File: src/rtl/msg_parser_pkg.sv
// msg_parser_pkg
// Shared definitions for the message word parser:
//   - state_e       : parser FSM state encoding (IDLE, PAYLOAD, DROP)
//   - SYNC_DEFAULT  : default header sync byte
//   - HDR_*_LSB     : bit offsets of the header fields inside a 64-bit word
//   - WORDS_W       : width of the payload word counter
//   - keep_mask()   : valid-byte mask for the final payload beat
package msg_parser_pkg;

  typedef enum logic [1:0] {
    ST_IDLE    = 2'd0,
    ST_PAYLOAD = 2'd1,
    ST_DROP    = 2'd2
  } state_e;

  localparam logic [7:0] SYNC_DEFAULT = 8'h7E;

  // Header layout: [63:56] sync, [55:48] type, [47:32] length, [31:0] sequence
  localparam int HDR_SYNC_LSB = 56;
  localparam int HDR_TYPE_LSB = 48;
  localparam int HDR_LEN_LSB  = 32;
  localparam int HDR_SEQ_LSB  = 0;

  // ceil(65535/8) = 8192 still fits in 14 bits
  localparam int WORDS_W = 14;

  // rem = len[2:0]; a zero remainder means the last word is completely full
  function automatic logic [7:0] keep_mask(input logic [2:0] rem);
    logic [8:0] w_ones;
    w_ones = (9'd1 << rem) - 9'd1;
    keep_mask = (rem == 3'd0) ? 8'hFF : w_ones[7:0];
  endfunction

endpackage

File: src/rtl/msg_out_stage.sv
// msg_out_stage
// Single register stage for the payload stream. A beat loaded here stays
// on the outputs, untouched, until the consumer takes it.
//
// Valid/ready: a beat transfers on a rising edge where o_valid & i_ready.
// While o_valid & ~i_ready every output holds. The parent only asserts
// i_load when the register is empty or is being emptied this cycle
// (~o_valid | i_ready), so a held beat can never be overwritten.
//
// Ports:
//   fifo_clk, fifo_reset    clock, asynchronous active-high reset
//   i_load                  capture a new beat this cycle
//   i_data/i_keep/i_sop/i_eop  beat contents
//   i_type/i_len/i_seq/i_gap   message fields travelling with the beat
//   i_ready                 downstream accepts the current beat
//   o_*                     registered copies of the above
module msg_out_stage #(
  parameter int WordWidth = 64
) (
  input  logic                 fifo_clk,
  input  logic                 fifo_reset,
  input  logic                 i_load,
  input  logic [WordWidth-1:0] i_data,
  input  logic [7:0]           i_keep,
  input  logic                 i_sop,
  input  logic                 i_eop,
  input  logic [7:0]           i_type,
  input  logic [15:0]          i_len,
  input  logic [31:0]          i_seq,
  input  logic                 i_gap,
  input  logic                 i_ready,
  output logic                 o_valid,
  output logic [WordWidth-1:0] o_data,
  output logic [7:0]           o_keep,
  output logic                 o_sop,
  output logic                 o_eop,
  output logic [7:0]           o_type,
  output logic [15:0]          o_len,
  output logic [31:0]          o_seq,
  output logic                 o_gap
);

  logic                 r_valid;
  logic [WordWidth-1:0] r_data;
  logic [7:0]           r_keep;
  logic                 r_sop;
  logic                 r_eop;
  logic [7:0]           r_type;
  logic [15:0]          r_len;
  logic [31:0]          r_seq;
  logic                 r_gap;

  // Header fields ride with each beat so that a following header, popped
  // while this message's eop is still held, cannot disturb them.
  always_ff @(posedge fifo_clk or posedge fifo_reset) begin
    if (fifo_reset) begin
      r_valid <= 1'b0;
      r_data  <= '0;
      r_keep  <= '0;
      r_sop   <= 1'b0;
      r_eop   <= 1'b0;
      r_type  <= '0;
      r_len   <= '0;
      r_seq   <= '0;
      r_gap   <= 1'b0;
    end else if (i_load) begin
      r_valid <= 1'b1;
      r_data  <= i_data;
      r_keep  <= i_keep;
      r_sop   <= i_sop;
      r_eop   <= i_eop;
      r_type  <= i_type;
      r_len   <= i_len;
      r_seq   <= i_seq;
      r_gap   <= i_gap;
    end else if (i_ready) begin
      r_valid <= 1'b0;
      r_sop   <= 1'b0;
      r_eop   <= 1'b0;
      r_gap   <= 1'b0;
    end
  end

  assign o_valid = r_valid;
  assign o_data  = r_data;
  assign o_keep  = r_keep;
  assign o_sop   = r_sop;
  assign o_eop   = r_eop;
  assign o_type  = r_type;
  assign o_len   = r_len;
  assign o_seq   = r_seq;
  assign o_gap   = r_gap;

endmodule

File: src/rtl/msg_word_parser.sv
// msg_word_parser
// Frames 64-bit words from a show-ahead FIFO into messages. The first word
// of each message is a header {sync, type, len, seq}; ceil(len/8) payload
// words follow. Good messages go out on a valid/ready stream; a bad sync
// byte costs one word, a bad length drops the whole message.
//
// Build option: define PARSER_STATS_EN to enable the stat_msgs/stat_errs
// counters; without it both outputs are tied to zero.
//
// Ports:
//   fifo_clk, fifo_reset     clock, asynchronous active-high reset
//   fifo_empty, fifo_r_data  upstream FIFO state and head word
//   fifo_rd                  pop the head word (combinational)
//   out_valid/out_ready      payload stream handshake
//   out_data/keep/sop/eop    payload beat
//   msg_type/len/seq         header fields, stable from sop to eop
//   seq_gap                  sequence discontinuity, qualified by out_sop
//   err_sync, err_len        one-cycle error pulses
//   stat_msgs, stat_errs     statistics counters
//   dbg_state                current FSM state
module msg_word_parser
  import msg_parser_pkg::*;
#(
  parameter int         WordWidth = 64,
  parameter int         MaxBytes  = 1500,
  parameter logic [7:0] SyncByte  = SYNC_DEFAULT,
  parameter int         CntWidth  = 32
) (
  input  logic                 fifo_clk,
  input  logic                 fifo_reset,
  input  logic                 fifo_empty,
  input  logic [WordWidth-1:0] fifo_r_data,
  output logic                 fifo_rd,
  output logic                 out_valid,
  input  logic                 out_ready,
  output logic [WordWidth-1:0] out_data,
  output logic [7:0]           out_keep,
  output logic                 out_sop,
  output logic                 out_eop,
  output logic [7:0]           msg_type,
  output logic [15:0]          msg_len,
  output logic [31:0]          msg_seq,
  output logic                 seq_gap,
  output logic                 err_sync,
  output logic                 err_len,
  output logic [CntWidth-1:0]  stat_msgs,
  output logic [CntWidth-1:0]  stat_errs,
  output logic [1:0]           dbg_state
);

  localparam logic [15:0] MAX_LEN = 16'(MaxBytes);

  state_e             r_state;
  logic [WORDS_W-1:0] r_words_left;
  logic               r_first;
  logic [7:0]         r_type;
  logic [15:0]        r_len;
  logic [31:0]        r_seq;
  logic               r_gap;
  logic               r_seq_seen;
  logic [31:0]        r_exp_seq;
  logic               r_err_sync;
  logic               r_err_len;

  logic [7:0]         w_sync;
  logic [7:0]         w_type;
  logic [15:0]        w_len;
  logic [31:0]        w_seq;
  logic [WORDS_W-1:0] w_words;
  logic               w_len_bad;
  logic               w_pop;
  logic               w_beat_load;
  logic               w_last;
  logic [7:0]         w_keep;

  assign w_sync = fifo_r_data[HDR_SYNC_LSB +: 8];
  assign w_type = fifo_r_data[HDR_TYPE_LSB +: 8];
  assign w_len  = fifo_r_data[HDR_LEN_LSB  +: 16];
  assign w_seq  = fifo_r_data[HDR_SEQ_LSB  +: 32];

  // ceil(len/8) without a wide intermediate
  assign w_words   = {1'b0, w_len[15:3]} + {{(WORDS_W-1){1'b0}}, |w_len[2:0]};
  assign w_len_bad = (w_len == 16'd0) || (w_len > MAX_LEN);

  // Headers and dropped words never touch the output register, so they pop
  // regardless of out_ready; payload pops need a free output slot.
  always_comb begin
    w_pop = 1'b0;
    if (!fifo_reset && !fifo_empty) begin
      case (r_state)
        ST_IDLE, ST_DROP: w_pop = 1'b1;
        ST_PAYLOAD:       w_pop = ~out_valid | out_ready;
        default:          w_pop = 1'b0;
      endcase
    end
  end

  assign fifo_rd     = w_pop;
  assign w_beat_load = w_pop && (r_state == ST_PAYLOAD);
  assign w_last      = (r_words_left == {{(WORDS_W-1){1'b0}}, 1'b1});
  assign w_keep      = w_last ? keep_mask(r_len[2:0]) : 8'hFF;

  always_ff @(posedge fifo_clk or posedge fifo_reset) begin
    if (fifo_reset) begin
      r_state      <= ST_IDLE;
      r_words_left <= '0;
      r_first      <= 1'b0;
      r_type       <= '0;
      r_len        <= '0;
      r_seq        <= '0;
      r_gap        <= 1'b0;
      r_seq_seen   <= 1'b0;
      r_exp_seq    <= '0;
      r_err_sync   <= 1'b0;
      r_err_len    <= 1'b0;
    end else begin
      r_err_sync <= 1'b0;
      r_err_len  <= 1'b0;
      case (r_state)
        ST_IDLE: begin
          if (w_pop) begin
            if (w_sync != SyncByte) begin
              r_err_sync <= 1'b1;
            end else if (w_len_bad) begin
              // len==0 has no words to skip, so it stays in IDLE
              r_err_len    <= 1'b1;
              r_words_left <= w_words;
              if (w_words != '0) r_state <= ST_DROP;
            end else begin
              r_type       <= w_type;
              r_len        <= w_len;
              r_seq        <= w_seq;
              // The first good message after reset has nothing to compare to
              r_gap        <= r_seq_seen && (w_seq != r_exp_seq);
              r_exp_seq    <= w_seq + 32'd1;
              r_seq_seen   <= 1'b1;
              r_words_left <= w_words;
              r_first      <= 1'b1;
              r_state      <= ST_PAYLOAD;
            end
          end
        end
        ST_PAYLOAD: begin
          if (w_pop) begin
            r_words_left <= r_words_left - {{(WORDS_W-1){1'b0}}, 1'b1};
            r_first      <= 1'b0;
            if (w_last) r_state <= ST_IDLE;
          end
        end
        ST_DROP: begin
          if (w_pop) begin
            r_words_left <= r_words_left - {{(WORDS_W-1){1'b0}}, 1'b1};
            if (w_last) r_state <= ST_IDLE;
          end
        end
        default: r_state <= ST_IDLE;
      endcase
    end
  end

  msg_out_stage #(
    .WordWidth(WordWidth)
  ) u_out_stage (
    .fifo_clk  (fifo_clk),
    .fifo_reset(fifo_reset),
    .i_load    (w_beat_load),
    .i_data    (fifo_r_data),
    .i_keep    (w_keep),
    .i_sop     (r_first),
    .i_eop     (w_last),
    .i_type    (r_type),
    .i_len     (r_len),
    .i_seq     (r_seq),
    .i_gap     (r_gap & r_first),
    .i_ready   (out_ready),
    .o_valid   (out_valid),
    .o_data    (out_data),
    .o_keep    (out_keep),
    .o_sop     (out_sop),
    .o_eop     (out_eop),
    .o_type    (msg_type),
    .o_len     (msg_len),
    .o_seq     (msg_seq),
    .o_gap     (seq_gap)
  );

  assign err_sync  = r_err_sync;
  assign err_len   = r_err_len;
  assign dbg_state = r_state;

`ifdef PARSER_STATS_EN
  logic [CntWidth-1:0] r_stat_msgs;
  logic [CntWidth-1:0] r_stat_errs;

  // A message counts once its eop beat is actually accepted downstream
  always_ff @(posedge fifo_clk or posedge fifo_reset) begin
    if (fifo_reset) begin
      r_stat_msgs <= '0;
      r_stat_errs <= '0;
    end else begin
      if (out_valid && out_ready && out_eop)
        r_stat_msgs <= r_stat_msgs + {{(CntWidth-1){1'b0}}, 1'b1};
      if (r_err_sync || r_err_len)
        r_stat_errs <= r_stat_errs + {{(CntWidth-1){1'b0}}, 1'b1};
    end
  end

  assign stat_msgs = r_stat_msgs;
  assign stat_errs = r_stat_errs;
`else
  assign stat_msgs = '0;
  assign stat_errs = '0;
`endif

endmodule

File: config.mk
export PLATFORM = sky130hd
export DESIGN_NAME = msg_word_parser
export DESIGN_NICKNAME = d
export VERILOG_FILES = /design/src/rtl/msg_parser_pkg.sv /design/src/rtl/msg_out_stage.sv /design/src/rtl/msg_word_parser.sv
export SDC_FILE = /design/constraint.sdc
export NUM_CORES = 1
export LEC_CHECK = 0
export BUFFER_PORTS_ARGS = -buffer_cell sky130_fd_sc_hd__buf_2
export CELL_PAD_IN_SITES_DETAIL_PLACEMENT = 1
export CELL_PAD_IN_SITES_GLOBAL_PLACEMENT = 1
export CORE_ASPECT_RATIO = 0.75
export CORE_UTILIZATION = 41
export DETAILED_ROUTE_END_ITERATION = 16
export GPL_ROUTABILITY_DRIVEN = 0
export PLACE_DENSITY = 0.79
export RECOVER_POWER = 50
export SYNTH_ARGS = -nofsm -noshare
export SYNTH_HDL_FRONTEND = slang
export SYNTH_SLANG_ARGS = --single-unit
File: constraint.sdc
create_clock -name fifo_clk -period 8.9 [get_ports fifo_clk]
set_clock_uncertainty 0.05 [all_clocks]
set_input_delay 0.445 -clock fifo_clk [delete_from_list [all_inputs] [get_ports fifo_clk]]
set_output_delay 0.445 -clock fifo_clk [all_outputs]
set_load 0.02 [all_outputs]
=== Yosys cells after proc, flatten, opt, wreduce, memory -nomap -nowiden ===
Index checks and enable logic that the tools add are counted.

* Flip-flop bits (word level): 241
* Bits of input ports: 68
* Output and inout bits: 201
* Word-level logic and storage cells: 95

* Add/subtract/negate cells: 4
* $lt $le $gt $ge: 1
* Equal/unequal tests: 12
* Shift-type cells: 1
* Multiplexer cells: 32
* Bitwise gates (word level): 5
* Reduce and logical (&&, ||, !) cells: 20

{| class="wikitable"
|+ Operators by type and width
! kind !! number
|-
| two-way mux 14 bit || 3
|-
| adder 32 x 1 -> 32 bit (second input constant) || 1
|-
| != test 32 bit || 1
|-
| case mux 14 bit (2 select lines) || 1
|-
| two-way mux 1 bit || 17
|-
| > comparator 16 x 11 -> 1 bit (second input constant) || 1
|-
| logical NOT 16 bit || 1
|-
| two-way mux 8 bit || 2
|-
| adder 13 x 1 -> 14 bit || 1
|-
| == test 14 x 1 -> 1 bit (second input constant) || 1
|-
| nonzero test 14 bit || 1
|-
| subtractor 14 x 1 -> 14 bit (second input constant) || 1
|-
| two-way mux 2 bit || 6
|-
| AND reduction 5 bit || 2
|-
| != test 2 bit (second input constant) || 4
|-
| != test 8 x 7 -> 1 bit (second input constant) || 1
|-
| AND reduction 4 bit || 2
|-
| left shift 1 x 3 -> 8 bit (first input constant) || 1
|-
| subtractor 8 x 1 -> 8 bit (second input constant) || 1
|-
| nonzero test 2 bit || 3
|-
| != test 2 x 1 -> 1 bit (second input constant) || 2
|-
| case mux 1 bit (2 select lines) || 2
|-
| case mux 2 bit (2 select lines) || 1
|-
| OR reduction 2 bit || 2
|-
| 12 further kinds || 17
|}

=== Longest topological paths before layout ===
* Depth after elaboration: 8
* Depth in mapped cells: 10
* Mapped depth without buffers: 9

=== By module ===
A second synthesis with hierarchy kept.

* Cell total of the unflattened synthesis: 933
* Area total of the unflattened synthesis: 11621.1 um^2

{| class="wikitable"
|+ By module, submodules not included
! module !! instances !! cells each !! area each (um^2) !! seq. area each (um^2)
|-
| msg_word_parser || 1 || 651 || 6452.4 || 2727.6
|-
| msg_out_stage || 1 || 282 || 5168.7 || 3303.2
|}

=== Worst setup path before layout ===
Ideal clock, no wire load.

* Kind: input port to flip-flop
* From: in fifo_r_data[32]
* To: reg r_state[0] (netlist: dbg_state[0])
* Library setup time: 66 ps
* Arrival: 2496 ps
* Required time: 8784 ps
* Slack: 6289 ps
* Stages: 9
* Path buffers: 0
* Cell sequence: or3_1 -> ha_1 -> ha_1 -> or4_1 -> o21ai_0 -> a21oi_1 -> or4_1 -> nor4_2 -> a31o_1

* Cells in the longest elaborated chain, start to end: 6
* Elaborated cells between the ends (all ways): 12
* Those cells by class: add/sub (1); order compare (1); eq/ne (1); mux (4); reduce/logical (5)

{| class="wikitable"
|+ RTL lines
! item !! RTL line !! text
|-
| start: declaration || msg_word_parser.sv:32 || <nowiki>input logic [WordWidth-1:0] fifo_r_data,</nowiki>
|-
| branches (longest 6 deep; another with adder 13 x 1 -> 14 bit) || -- ||
|-
| end signal: assignment || msg_word_parser.sv:128 || <nowiki>if (w_words != '0) r_state <= ST_DROP;</nowiki>
|-
| end signal: assignment || msg_word_parser.sv:139 || <nowiki>r_state <= ST_PAYLOAD;</nowiki>
|-
| end signal: assignment || msg_word_parser.sv:147 || <nowiki>if (w_last) r_state <= ST_IDLE;</nowiki>
|-
| end: declaration || msg_word_parser.sv:53 || <nowiki>state_e r_state;</nowiki>
|}

Several ways; the timed one is not identified. The select of a mux whose other input is x is not followed.
A chain may end at the register's enable or synchronous reset.

==> flow_metrics.env <==
export IMPL_status="finished with violations"
export IMPL_violations="capacitance limit, slew limit"
export IMPL_fillers=3228
export IMPL_cts_htree_levels=1
export IMPL_slew_viol_final=114
export IMPL_finalCritPeriodShare=0.451
export IMPL_leakagePower_nw=6.66
export IMPL_rows=52
export IMPL_vias=8734
export IMPL_hold_violations=0
export IMPL_worst_ep_arrival_time_ns=4.49
export IMPL_setup_viol=0
export IMPL_critPathLaunchType="input pin"
export IMPL_cts_clk_slew_worst_paths_ns=0.06
export IMPL_drt_iter0_drc=497
export IMPL_track_usage=0.220
export IMPL_syn_inst=1199
export IMPL_crit_type="in2async"
export IMPL_min_path_type="in2reg"
export IMPL_design_core_area_um2=27300
export IMPL_final_cell_area_um2=13200
export IMPL_yosys_warnings=0
export IMPL_antenna_found_initial=0
export IMPL_synth_distinct_cells=54
export IMPL_synth_top_area_share=0.522
export IMPL_power_density_nw_per_um2=223
export IMPL_post_cts_setup_buffer_count=0
export IMPL_wire_per_inst_um=18.1
export IMPL_drive_gt1_frac=0.136
export IMPL_ir_worst_vdd_mv=0.110
export IMPL_avgSynthCellArea_um2=9.64
export IMPL_grt_pass1_vias=9084
export IMPL_dpl_hpwl_um=21300
export IMPL_grt_max_degree=114
export IMPL_tns_ns=0
export IMPL_layout_min_cycle_time_ns=4.01
export IMPL_ys_ff_latch=241
export IMPL_io_pin_count=269
export IMPL_die_width_um=196
export IMPL_ant_nets=0
export IMPL_syn_to_final_growth_pct=14.4
export IMPL_yosysTopAreaCell="dfrtp_1"
export IMPL_port_buffers=204
export IMPL_synth_edff_count=0
export IMPL_drc=0
export IMPL_totalWireLength_um=31500
export IMPL_cp_max_fo=113
export IMPL_cts_root_buf="clkbuf_16"
export IMPL_netlist_area_um2=11600
export IMPL_die_area_um2=28900
export IMPL_cts_hold_buf=0
export IMPL_grt_pass1_wl_um=51100
export IMPL_rsz0062_at_grt="false"
export IMPL_final_cell_mix="392 x nand2_1, 241 x dfrtp_1, 140 x clkbuf_1, 67 x buf_2, 64 x conb_1"
export IMPL_drt_first_pass_iters=5
export IMPL_nNetsFinal=1443
export IMPL_cts_tree="yes"
export IMPL_cts_buffer_depth=3
export IMPL_cp_end_kind="async pin"
export IMPL_cts_made_buffers=26
export IMPL_crit_required_ns=9.38
export IMPL_relSlewSlack=-2.38
export IMPL_layout_commonest_cell="nand2_1"
export IMPL_synth_flop_cell="dfrtp_1"
export IMPL_die_h_um=147
export IMPL_post_cts_resized=0
export IMPL_ys_seq_area_frac=0.522
export IMPL_synth_area_leaders="dfrtp_1 52%, nand2_1 13%, mux2_4 5.8%"
export IMPL_dpl_cell_area_um2=12500
export IMPL_insertion_delay_ns=0.52
export IMPL_viasPerCell=5.03
export IMPL_cap_viol_max_count=1
export IMPL_start_util=0.423
export IMPL_async_reset_ff_frac=1.00
export IMPL_grt_overflow=0
export IMPL_tightest_slew_ns=5.04
export IMPL_diodes=0
export IMPL_fmax_ghz=0.249
export IMPL_cts_sinks=241
-- metrics by stage --
| stage | std cells | power, mW | hold WS (ns) | utilization | setup slack [ns] |
|---|---|---|---|---|---|
| finish | 1737 | 2.95 | 0.0886 | 0.484 | 4.89 |
| global route | 1737 | 3.09 | 0.0787 | 0.484 | 3.98 |
| detailed placement | 1689 | 1.84 | 0.398 | 0.457 | 5.04 |
| floorplan | 1262 | 1.67 | 0.381 | - | 1.79 |
| global placement | 1689 | 1.82 | 0.394 | 0.457 | 5.16 |
| CTS | 1737 | 3.01 | 0.0640 | 0.491 | 5.04 |
-- critical path, cell delays in order --
cell and delay [ns]:
clkbuf_1 0.11, clkinvlp_2 2.79, buf_4 1.05
-- cell families (layout without fill, tap and decap cells) --
logic type / count (synthesis) / after routing / synth area share
xor+xnor: 75 / 75 / 0.0568
mux: 60 / 60 / 0.0726
flops: 241 / 241 / 0.522
compound gates: 99 / 99 / 0.0508
fa+ha+maj: 9 / 9 / 0.00974
simple gates: 568 / 568 / 0.212
other cells: 1 / 64 / 0.000324
buf+inv: 146 / 270 / 0.0763
-- final timing paths --
path,start,endpoint,slack [ns],cells past startpoint
setup / recovery,fifo_reset,u_out_stage.o_seq[12],4.89,3
hold / removal,fifo_r_data[60],u_out_stage.o_data[60],0.09,3
setup reg to reg,dbg_state[1],r_seq[13],5.04,7
hold reg to reg,r_len[11],u_out_stage.o_len[11],0.42,2
max in group fifo_clk,dbg_state[1],r_seq[13],5.04,7
min in group asynchronous,fifo_reset,r_len[2],1.43,2
-- sequential cells by signal (all words and copies together) (netlist names) --
signal	cells
r_seq	32
u_out_stage.o_gap	1
u_out_stage.o_keep	8
r_first	1
u_out_stage.o_sop	1
err_len	1
u_out_stage.o_valid	1
r_words_left	14
r_len	16
u_out_stage.o_len	16
u_out_stage.o_type	8
u_out_stage.o_eop	1
u_out_stage.o_data	64
r_gap	1
u_out_stage.o_seq	32
err_sync	1
r_seq_seen	1
dbg_state	2
r_type	8
r_exp_seq	32
-- Yosys cell counts, types with 3 or more instances --
cell type and instances:
buf_2 21, mux2i_1 4, or2_2 3, o22a_1 3, nand2_1 392, nor2b_1 7, nand4_1 14, nor4_2 4
mux2_2 11, inv_1 12, mux2_4 45, nand2b_1 4, buf_4 64, buf_6 9, and2_1 4, xor2_1 54
nor4_1 9, or4_1 4, o21ai_0 19, xnor2_1 21, and3_1 4, nor3_1 16, nor2_1 57, or3_1 3
clkbuf_1 39, and4_1 5, a21oi_1 51, a2bb2oi_1 4, nand3b_1 4, a31oi_1 6, dfrtp_1 241, nand3_1 28
ha_1 9
-- layer usage --
layer | wire length, um | track usage | share of wire
met1 | 15800 | 0.338 | 0.50
met2 | 13700 | 0.328 | 0.44
met3 | 1390 | 0.0324 | 0.044
met4 | 564 | 0.0465 | 0.018
met5 | 0 | 0 | 0
-- final cells by class --
type                       instances  area [um^2]  area share
sequential                       241         6030       0.456
multi-input combinational        875         4910       0.371
timing repair buffer             210          895      0.0676
clock buffer                      36          769      0.0582
tap                              351          439      0.0332
clock inverter                    12          140      0.0106
inverter                          12         46.3     0.00350
-- report_power, final --
group	switching [mW]	internal [mW]	leakage, nW
registers	0.0803	1.20	3.31
logic	0.376	0.151	2.90
clock network	0.456	0.690	0.449
Power figures use the tool's default switching activity.
